--- src/rtl/iir_chan_sched_if.sv ---
// rtl/iir_chan_sched_if.sv - sample, engine and result signals of the channel scheduler
interface iir_chan_sched_if #(
    parameter int NCH = 2,
    parameter int DW  = 18,
    parameter int CW  = (NCH > 1) ? $clog2(NCH) : 1
);
    logic [NCH-1:0]    in_valid;
    logic [NCH*DW-1:0] in_data;
    logic [NCH-1:0]    in_ready;

    logic              eng_start;
    logic [CW-1:0]     eng_chan;
    logic [DW-1:0]     eng_din;
    logic              eng_done;
    logic [DW-1:0]     eng_dout;

    logic [NCH-1:0]    out_valid;
    logic [NCH*DW-1:0] out_data;

    modport slave (
        input  in_valid, in_data, eng_done, eng_dout,
        output in_ready, eng_start, eng_chan, eng_din, out_valid, out_data
    );

    modport master (
        output in_valid, in_data, eng_done, eng_dout,
        input  in_ready, eng_start, eng_chan, eng_din, out_valid, out_data
    );
endinterface

--- src/rtl/iir_chan_sched.sv ---
// rtl/iir_chan_sched.sv - round-robin scheduler sharing one IIR engine between NCH channels
module iir_chan_sched #(
    parameter int NCH     = 2,
    parameter int DW      = 18,
    parameter int TIMEOUT = 64
) (
    input  logic            clk,
    input  logic            rst_n,
    iir_chan_sched_if.slave bus,
    output logic            timeout_err,
    input  logic            err_clr
);
    localparam int CW   = (NCH > 1) ? $clog2(NCH) : 1;
    localparam int CNTW = $clog2(TIMEOUT);

    typedef enum logic [1:0] {S_IDLE, S_ISSUE, S_WAIT} state_t;

    state_t          state;
    logic [NCH-1:0]  pend;
    logic [DW-1:0]   sample_buf [NCH];
    logic [CW-1:0]   rr_last;
    logic [CNTW-1:0] wait_cnt;
    logic [CW-1:0]   grant;
    logic            grant_ok;
    int              idx;

    assign bus.in_ready = ~pend;

    // Search starts just after the last winner so every pending channel is served in turn.
    always_comb begin
        grant_ok = 1'b0;
        grant    = '0;
        idx      = 0;
        for (int k = 1; k <= NCH; k++) begin
            idx = int'(rr_last) + k;
            if (idx >= NCH) idx = idx - NCH;
            if (!grant_ok && pend[idx]) begin
                grant_ok = 1'b1;
                grant    = CW'(idx);
            end
        end
    end

    always_ff @(posedge clk or negedge rst_n) begin
        if (!rst_n) begin
            state         <= S_IDLE;
            pend          <= '0;
            rr_last       <= CW'(NCH - 1);
            wait_cnt      <= '0;
            timeout_err   <= 1'b0;
            bus.eng_start <= 1'b0;
            bus.eng_chan  <= '0;
            bus.eng_din   <= '0;
            bus.out_valid <= '0;
            bus.out_data  <= '0;
            for (int i = 0; i < NCH; i++) sample_buf[i] <= '0;
        end else begin
            bus.out_valid <= '0;
            for (int i = 0; i < NCH; i++) begin
                if (bus.in_valid[i] && !pend[i]) begin
                    sample_buf[i] <= bus.in_data[i*DW +: DW];
                    pend[i]       <= 1'b1;
                end
            end
            if (err_clr) timeout_err <= 1'b0;

            case (state)
                S_IDLE: begin
                    if (grant_ok) begin
                        bus.eng_chan  <= grant;
                        bus.eng_din   <= sample_buf[grant];
                        pend[grant]   <= 1'b0;
                        rr_last       <= grant;
                        bus.eng_start <= 1'b1;
                        state         <= S_ISSUE;
                    end
                end
                S_ISSUE: begin
                    bus.eng_start <= 1'b0;
                    wait_cnt      <= '0;
                    state         <= S_WAIT;
                end
                S_WAIT: begin
                    if (bus.eng_done) begin
                        bus.out_data[int'(bus.eng_chan)*DW +: DW] <= bus.eng_dout;
                        bus.out_valid[bus.eng_chan]               <= 1'b1;
                        state                                     <= S_IDLE;
                    end else if (wait_cnt == CNTW'(TIMEOUT - 1)) begin
                        // Sample is dropped; a late result lands in IDLE and is ignored.
                        timeout_err <= 1'b1;
                        state       <= S_IDLE;
                    end else begin
                        wait_cnt <= wait_cnt + 1'b1;
                    end
                end
                default: state <= S_IDLE;
            endcase
        end
    end
endmodule

--- src/flat_wrapper.sv ---
// flat-port wrapper written by rule: the top's interface ports become plain ports
module iir_chan_sched_flat 
#(
    parameter int NCH     = 2,
    parameter int DW      = 18,
    parameter int TIMEOUT = 64
)
  (clk, rst_n, timeout_err, err_clr, bus_in_valid, bus_in_data, bus_eng_done, bus_eng_dout, bus_in_ready, bus_eng_start, bus_eng_chan, bus_eng_din, bus_out_valid, bus_out_data);
  iir_chan_sched_if #(.NCH(NCH), .DW(DW)) bus_i ();
  input  logic clk;
  input  logic rst_n;
  output logic timeout_err;
  input  logic err_clr;
  input wire logic [$bits(bus_i.in_valid)-1:0] bus_in_valid;
  input wire logic [$bits(bus_i.in_data)-1:0] bus_in_data;
  input wire logic [$bits(bus_i.eng_done)-1:0] bus_eng_done;
  input wire logic [$bits(bus_i.eng_dout)-1:0] bus_eng_dout;
  output wire logic [$bits(bus_i.in_ready)-1:0] bus_in_ready;
  output wire logic [$bits(bus_i.eng_start)-1:0] bus_eng_start;
  output wire logic [$bits(bus_i.eng_chan)-1:0] bus_eng_chan;
  output wire logic [$bits(bus_i.eng_din)-1:0] bus_eng_din;
  output wire logic [$bits(bus_i.out_valid)-1:0] bus_out_valid;
  output wire logic [$bits(bus_i.out_data)-1:0] bus_out_data;
  assign bus_i.in_valid = bus_in_valid;
  assign bus_i.in_data = bus_in_data;
  assign bus_i.eng_done = bus_eng_done;
  assign bus_i.eng_dout = bus_eng_dout;
  assign bus_in_ready = bus_i.in_ready;
  assign bus_eng_start = bus_i.eng_start;
  assign bus_eng_chan = bus_i.eng_chan;
  assign bus_eng_din = bus_i.eng_din;
  assign bus_out_valid = bus_i.out_valid;
  assign bus_out_data = bus_i.out_data;
  iir_chan_sched #(.NCH(NCH), .DW(DW), .TIMEOUT(TIMEOUT)) u_core (.clk(clk), .rst_n(rst_n), .bus(bus_i), .timeout_err(timeout_err), .err_clr(err_clr));
endmodule
--- config.mk ---
export PLATFORM = sky130hd
export DESIGN_NAME = iir_chan_sched_flat
export DESIGN_NICKNAME = d
export VERILOG_FILES = /design/src/rtl/iir_chan_sched_if.sv /design/src/rtl/iir_chan_sched.sv /design/src/flat_wrapper.sv
export SDC_FILE = /design/constraint.sdc
export NUM_CORES = 1
export LEC_CHECK = 0
export ABC_AREA = 0
export CAP_MARGIN = 10
export CORE_MARGIN = 5
export CORE_UTILIZATION = 31
export CTS_CLUSTER_DIAMETER = 100
export DETAILED_ROUTE_END_ITERATION = 10
export SYNTH_ARGS = -nofsm -noshare
export SYNTH_HDL_FRONTEND = slang
export SYNTH_SLANG_ARGS = --single-unit
--- constraint.sdc ---
create_clock -name clk -period 2.17 [get_ports clk]
set_input_delay 0.5425 -clock clk [delete_from_list [all_inputs] [get_ports clk]]
set_output_delay 0.5425 -clock clk [all_outputs]
set_load 0.05 [all_outputs]
Word-level counts from Yosys, hierarchy flattened
Cells that the tools add are included. Widths: inputs -> output; s select.

Flip-flop bits (word level): 106. Bits in latches: 0. Memory bits (writable): 0. Memory bits (read-only): 0. Input bits: 60. Output and inout bits: 61. Logic and storage cells: 96. Memories kept: 0.

$add $sub $neg: 6. Multiply operators: 1. Div/mod/pow operators: 0. Magnitude comparators: 9. Equality and inequality tests: 7. Shift-type cells: 2. Multiplexer cells: 39. Bitwise operators: 4. Reduce and logical (&&, ||, !) cells: 16.

Operators with widths (count): $ge 32x3->1 const B (2); $lt 32x3->1 const B (2); $mux 32 (2); $sub 32x3->32 const B (2); $mux 18 (3); $bwmux 36 (1); $shift 18x33->36 const A (1); $shiftx 18x33->36 (1); $neg 32->33 (1); $mux 1 (19); $mux 2 (7); $mux 6 (2); $pmux 6 s2 (1); $reduce_and 2->1 (4); $add 6x1->6 const B (1); $eq 6x6->1 const B (1); $pmux 2 s3 (1); $logic_and 1x1->1 (5); $mul 1x4->5 const B (1); $lt 1x2->1 const B (2); $ne 2x2->1 const B (2); $not 2->2 (2); $reduce_bool 2->1 (2); $add 1x2->3 const B (1); other kinds (14) (18).

Depth between registers and ports, before layout
Depth after elaboration: 18. Depth in mapped cells: 6.

Worst setup path before layout
Ideal clock, no wire load.

Kind: flip-flop to flip-flop. From: reg u_core.bus.eng_chan. To: reg u_core.bus.out_data[0]. Arrival: 1484 ps. Required time: 2045 ps. Slack: 561 ps. Cell stages (with the launch flop): 6. Buffers on the path: 2. Cell sequence: dfrtp_1 inv_1 and3_4 buf_12 buf_12 mux2_4.

Word-level cells in the longest chain between the ends: 4. Elaborated cells on any way between the ends: 5. Those cells by class: 1 x add/sub; 1 x mul; 2 x shift; 1 x mux.

RTL lines: from (decl) (RTL line iir_chan_sched_if.sv:22) `output in_ready, eng_start, eng_chan, eng_din, out_valid, out_data`; from (signal assigned) (RTL line iir_chan_sched.sv:70) `bus.eng_chan <= grant;`; $mul 1x4->5 * (RTL line iir_chan_sched.sv:85) `bus.out_data[int'(bus.eng_chan)*DW +: DW] <= bus.eng_dout;`; $neg 32->33 * (RTL line iir_chan_sched.sv:85); $shiftx 18x33->36 or $shift 18x33->36 (tied branches) (RTL line iir_chan_sched.sv:85); $bwmux 36 * (RTL line iir_chan_sched.sv:85); to (signal, indexed assignment) (RTL line iir_chan_sched.sv:85); to (decl) (RTL line iir_chan_sched_if.sv:22).

Every way passes the cells marked *; elsewhere a longest branch is shown, timed or not. A chain may end at the register's enable or synchronous reset.

Worst setup path after layout
From: reg u_core.bus.eng_din[4]. To: out bus_eng_din[4].

RTL lines: from (decl) (RTL line iir_chan_sched_if.sv:22); from (signal assigned) (RTL line iir_chan_sched.sv:71) `bus.eng_din <= sample_buf[grant];`; to (decl) (RTL line flat_wrapper.sv:21) `output wire logic [$bits(bus_i.eng_din)-1:0] bus_eng_din;`.

No word-level cell between the ends.

==> summary.log <==
qor: die.initial_core_util 0.314
qor: finish.mostFrequentLayoutCells clkdlybuf4s50_1, dfrtp_1, mux2_2
qor: timing.report.final.hold_viol_count 0
qor: logic_synthesis.number_of_standard_cells_after_synthesis 303
qor: worst_setup_path.worst-path-max-fanout 2
qor: logic_synthesis.seq_area_frac_synth 0.612
qor: logic_synthesis.number_of_warnings_issued_by_yosys 0
qor: global_route.grt_use_total 0.122
qor: worst_setup_path.cp_slowest_stage_delay 810 ps
qor: worst_hold_path.hp-class in -> async
qor: logic_synthesis.ys_types 38
qor: clocking.cts-htree-levels 3
qor: die.io-pin-count 121
qor: timing.setup_repair_after_global_routing_missed_its_margin false
qor: worst_setup_path.slowest_stage clkdlybuf4s50_1
qor: die.die_area 16500 sq um
qor: timing.period_needed 2080 ps
qor: finish.post_layout_instance_count_excluding_filler_cells 614
qor: pwr.net-switching-power 4.49 mW
qor: logic_synthesis.synth_area 4340 sq um
qor: clocking.cts_repair_resize_count 0
qor: pwr.power.density_cell_area 1740 nW/um^2
qor: worst_setup_path.path_delay_family buffers and inverters
qor: finish.fillerInstances 1229
qor: worst_setup_path.cp_cell_sequence clkdlybuf4s50_1
qor: pwr.power.leakage 2.57 nW
qor: placement.post-dp-hpwl 6850 um
qor: die.die_height 128 um
qor: worst_setup_path.cp-start-kind register
qor: route.initialDrtViolationCount 71
qor: clocking.clk_path_buf_depth 2
qor: timing.fin_crit_sh 0.957
qor: global_route.first_global_vias 3030
qor: route.drt-wirelength-per-cell 15.6 um
qor: worst_setup_path.worst_ep_arrival_time 1530 ps
qor: clocking.tritoncts_clock_tree built
qor: timing.setup_viol 0
qor: die.die_width 128 um
qor: finish.flow.area_growth_from_synthesis 39.7%
qor: pwr.power.internal 6.07 mW
qor: global_route.initial_antenna_violation_count 0
qor: finish.layout.nets 490
qor: placement.port_buffers 120
qor: pwr.seq_power_share 0.333
qor: pwr.power.clock.fraction 0.154
qor: clocking.cts_inserted_buffers 9
qor: logic_synthesis.synth_nets 364
qor: timing.upper_clock_frequency_limit 0.482 GHz
qor: finish.drive_gt1_frac 0.267
qor: clocking.clk_latency 350 ps
qor: global_route.grt_start_max_net_pins 107
qor: worst_setup_path.timing.setup.critical_path_class reg -> out
qor: route.number_of_detailed_routing_iterations_run_before_antenna_repair 5
qor: timing.hold_slack 216 ps
qor: die.core_box_area 13800 sq um
qor: placement.numPlacedInstances 598
qor: finish.mostFrequentLayoutCell clkdlybuf4s50_1
qor: global_route.grt-ovfl-total 0
qor: flow_run.cap_viol_max_count 0
qor: timing.timing_worst_slew_pin_value 596 ps
qor: finish.antennaDiodeCount 0
qor: finish.sequential_cell_area 2650 sq um
qor: pwr.ir_worst_vdd 656 uV
qor: pwr.sw_frac_of_total 0.425
qor: worst_setup_path.worstPathRequired 1630 ps
qor: route.vias_per_cell 4.57
qor: clocking.cts_hold_buf 0
qor: worst_setup_path.endpoint_kind output port
qor: logic_synthesis.ys_seq_elements 106
qor: timing.finalClockSkew 8.75 ps
qor: worst_setup_path.path_buf_inv 1
qor: timing.max-slew-margin-rel 0.603
qor: pwr.design_power 10.6 mW
qor: clocking.tritoncts_num_sinks 106
qor: timing.slew_viol_final 0
qor: timing.setup_total_negative_slack 0 ps
qor: route.route.antenna.remaining_nets 0
qor: die.num_rows 43
qor: placement.finalWeightedCongestion 0.739
qor: run_status.result_of_the_run finished, final reports clean
qor: route.post-route-drc-count 0
qor: global_route.grt_first_pass_wirelength 15600 um
qor: finish.multiInputGateArea 1560 sq um
qor: worst_setup_path.ff2ff_setup_slack 470 ps
qor: clocking.clockRootBuffer clkbuf_16
qor: logic_synthesis.synth.avg_cell_area 14.3 sq um
qor: clocking.clkTransAtPathRegs 70 ps
qor: route.num_vias 2808
qor: route.wirelength 9600 um
qor: pwr.pwr-share-comb 0.513
qor: clocking.cts_post_setup_buffers_inserted 0
## worst reg2reg max path: cells and delay by family, from the launching register on
family / cells / cell delay, ps
AND/OR/NAND/NOR: 2 / 670
flip-flops: 1 / 530
multiplexers: 1 / 390
## cell families (layout without fill, tap and decap cells)
kind of cell | after synthesis | in the layout | share of synthesized area
flops | 106 | 106 | 0.612
mux | 92 | 92 | 0.241
simple gates | 48 | 48 | 0.0600
compound gates | 35 | 35 | 0.0505
buf+inv | 21 | 152 | 0.0343
fa+ha+maj | 1 | 1 | 0.00288
## metal layers
layer,up-vias,GRT usage,part of all wire
met4,0,0.0481,0.017
met2,87,0.193,0.48
met1,1377,0.151,0.43
met5,-,0,0
li1,1331,-,-
met3,13,0.0433,0.068
## flip-flops by register name, summed over array words and instances (netlist names)
register / count
u_core.bus.eng_chan: 1
u_core.pend: 2
u_core.bus.eng_din: 18
u_core.state: 2
u_core.bus.eng_start: 1
u_core.bus.out_valid: 2
u_core.wait_cnt: 6
u_core.bus.out_data: 36
u_core.rr_last: 1
u_core.sample_buf: 36
u_core.timeout_err: 1
## cells in the mapped netlist (all sizes together)
| cell | count | share of area |
|---|---|---|
| dfrtp | 105 | 0.61 |
| mux2 | 72 | 0.19 |
| nor2 | 22 | 0.021 |
| a21oi | 21 | 0.024 |
| mux2i | 20 | 0.046 |
| buf | 14 | 0.028 |
| inv | 7 | 0.0061 |
| nand3 | 7 | 0.011 |
| nand2 | 6 | 0.0052 |
| nor2b | 5 | 0.0072 |
| o21ai | 3 | 0.0035 |
| a21o | 2 | 0.0035 |
| and3 | 2 | 0.0040 |
| nor3 | 2 | 0.0035 |
| a211oi | 1 | 0.0017 |
| a21boi | 1 | 0.0026 |
| a221oi | 1 | 0.0035 |
| a22o | 1 | 0.0020 |
| a311o | 1 | 0.0026 |
| a31oi | 1 | 0.0014 |
| a32o | 1 | 0.0023 |
| and4 | 1 | 0.0023 |
| dfstp | 1 | 0.0061 |
| ha | 1 | 0.0029 |
| nand4 | 1 | 0.0014 |
| nand4b | 1 | 0.0020 |
| o21a | 1 | 0.0017 |
| o22ai | 1 | 0.0014 |
| or3b | 1 | 0.0026 |
## metrics by stage
| step | setup slack, ps | instance area, sq um | utilization |
|---|---|---|---|
| finish | 93.9 | 6060 | 0.438 |
| global route | 43.6 | 6060 | 0.438 |
| CTS | 62.0 | 6060 | 0.438 |
| detailed placement | 133 | 5760 | 0.416 |
| global placement | 151 | 5760 | 0.416 |
| floorplan | 561 | 4340 | - |
## final cells by class
| type | instances | share of cell area |
|---|---|---|
| repair buffers | 129 | 0.213 |
| clock inverters | 5 | 0.0101 |
| inverters | 7 | 0.00434 |
| clock buffers | 11 | 0.0400 |
| well taps | 180 | 0.0372 |
| multi-input cells | 176 | 0.257 |
| flip-flops and latches | 106 | 0.438 |
## final timing paths
path	start	to	cells past startpoint
min	rst_n	u_core.wait_cnt[5]	2
max reg2reg	u_core.state[0]	u_core.bus.out_data[9]	3
max in group asynchronous	rst_n	u_core.sample_buf[35]	2
max	u_core.bus.eng_din[4]	bus_eng_din[4]	1
min reg2reg	u_core.bus.eng_start	u_core.bus.eng_start	1
min in group clk	u_core.bus.eng_start	u_core.bus.eng_start	1
## power groups by stage
stage | clock network, mW | registers [mW] | logic, mW
2_1_floorplan | 0 | 5.26 | 1.97
3_3_place_gp | 0 | 3.53 | 5.41
3_5_place_dp | 0 | 3.56 | 5.49
4_1_cts | 1.70 | 3.53 | 5.50
5_1_grt | 1.77 | 3.64 | 5.75
6_report | 1.63 | 3.52 | 5.42
Note: power is estimated with default switching activity, not from simulation.
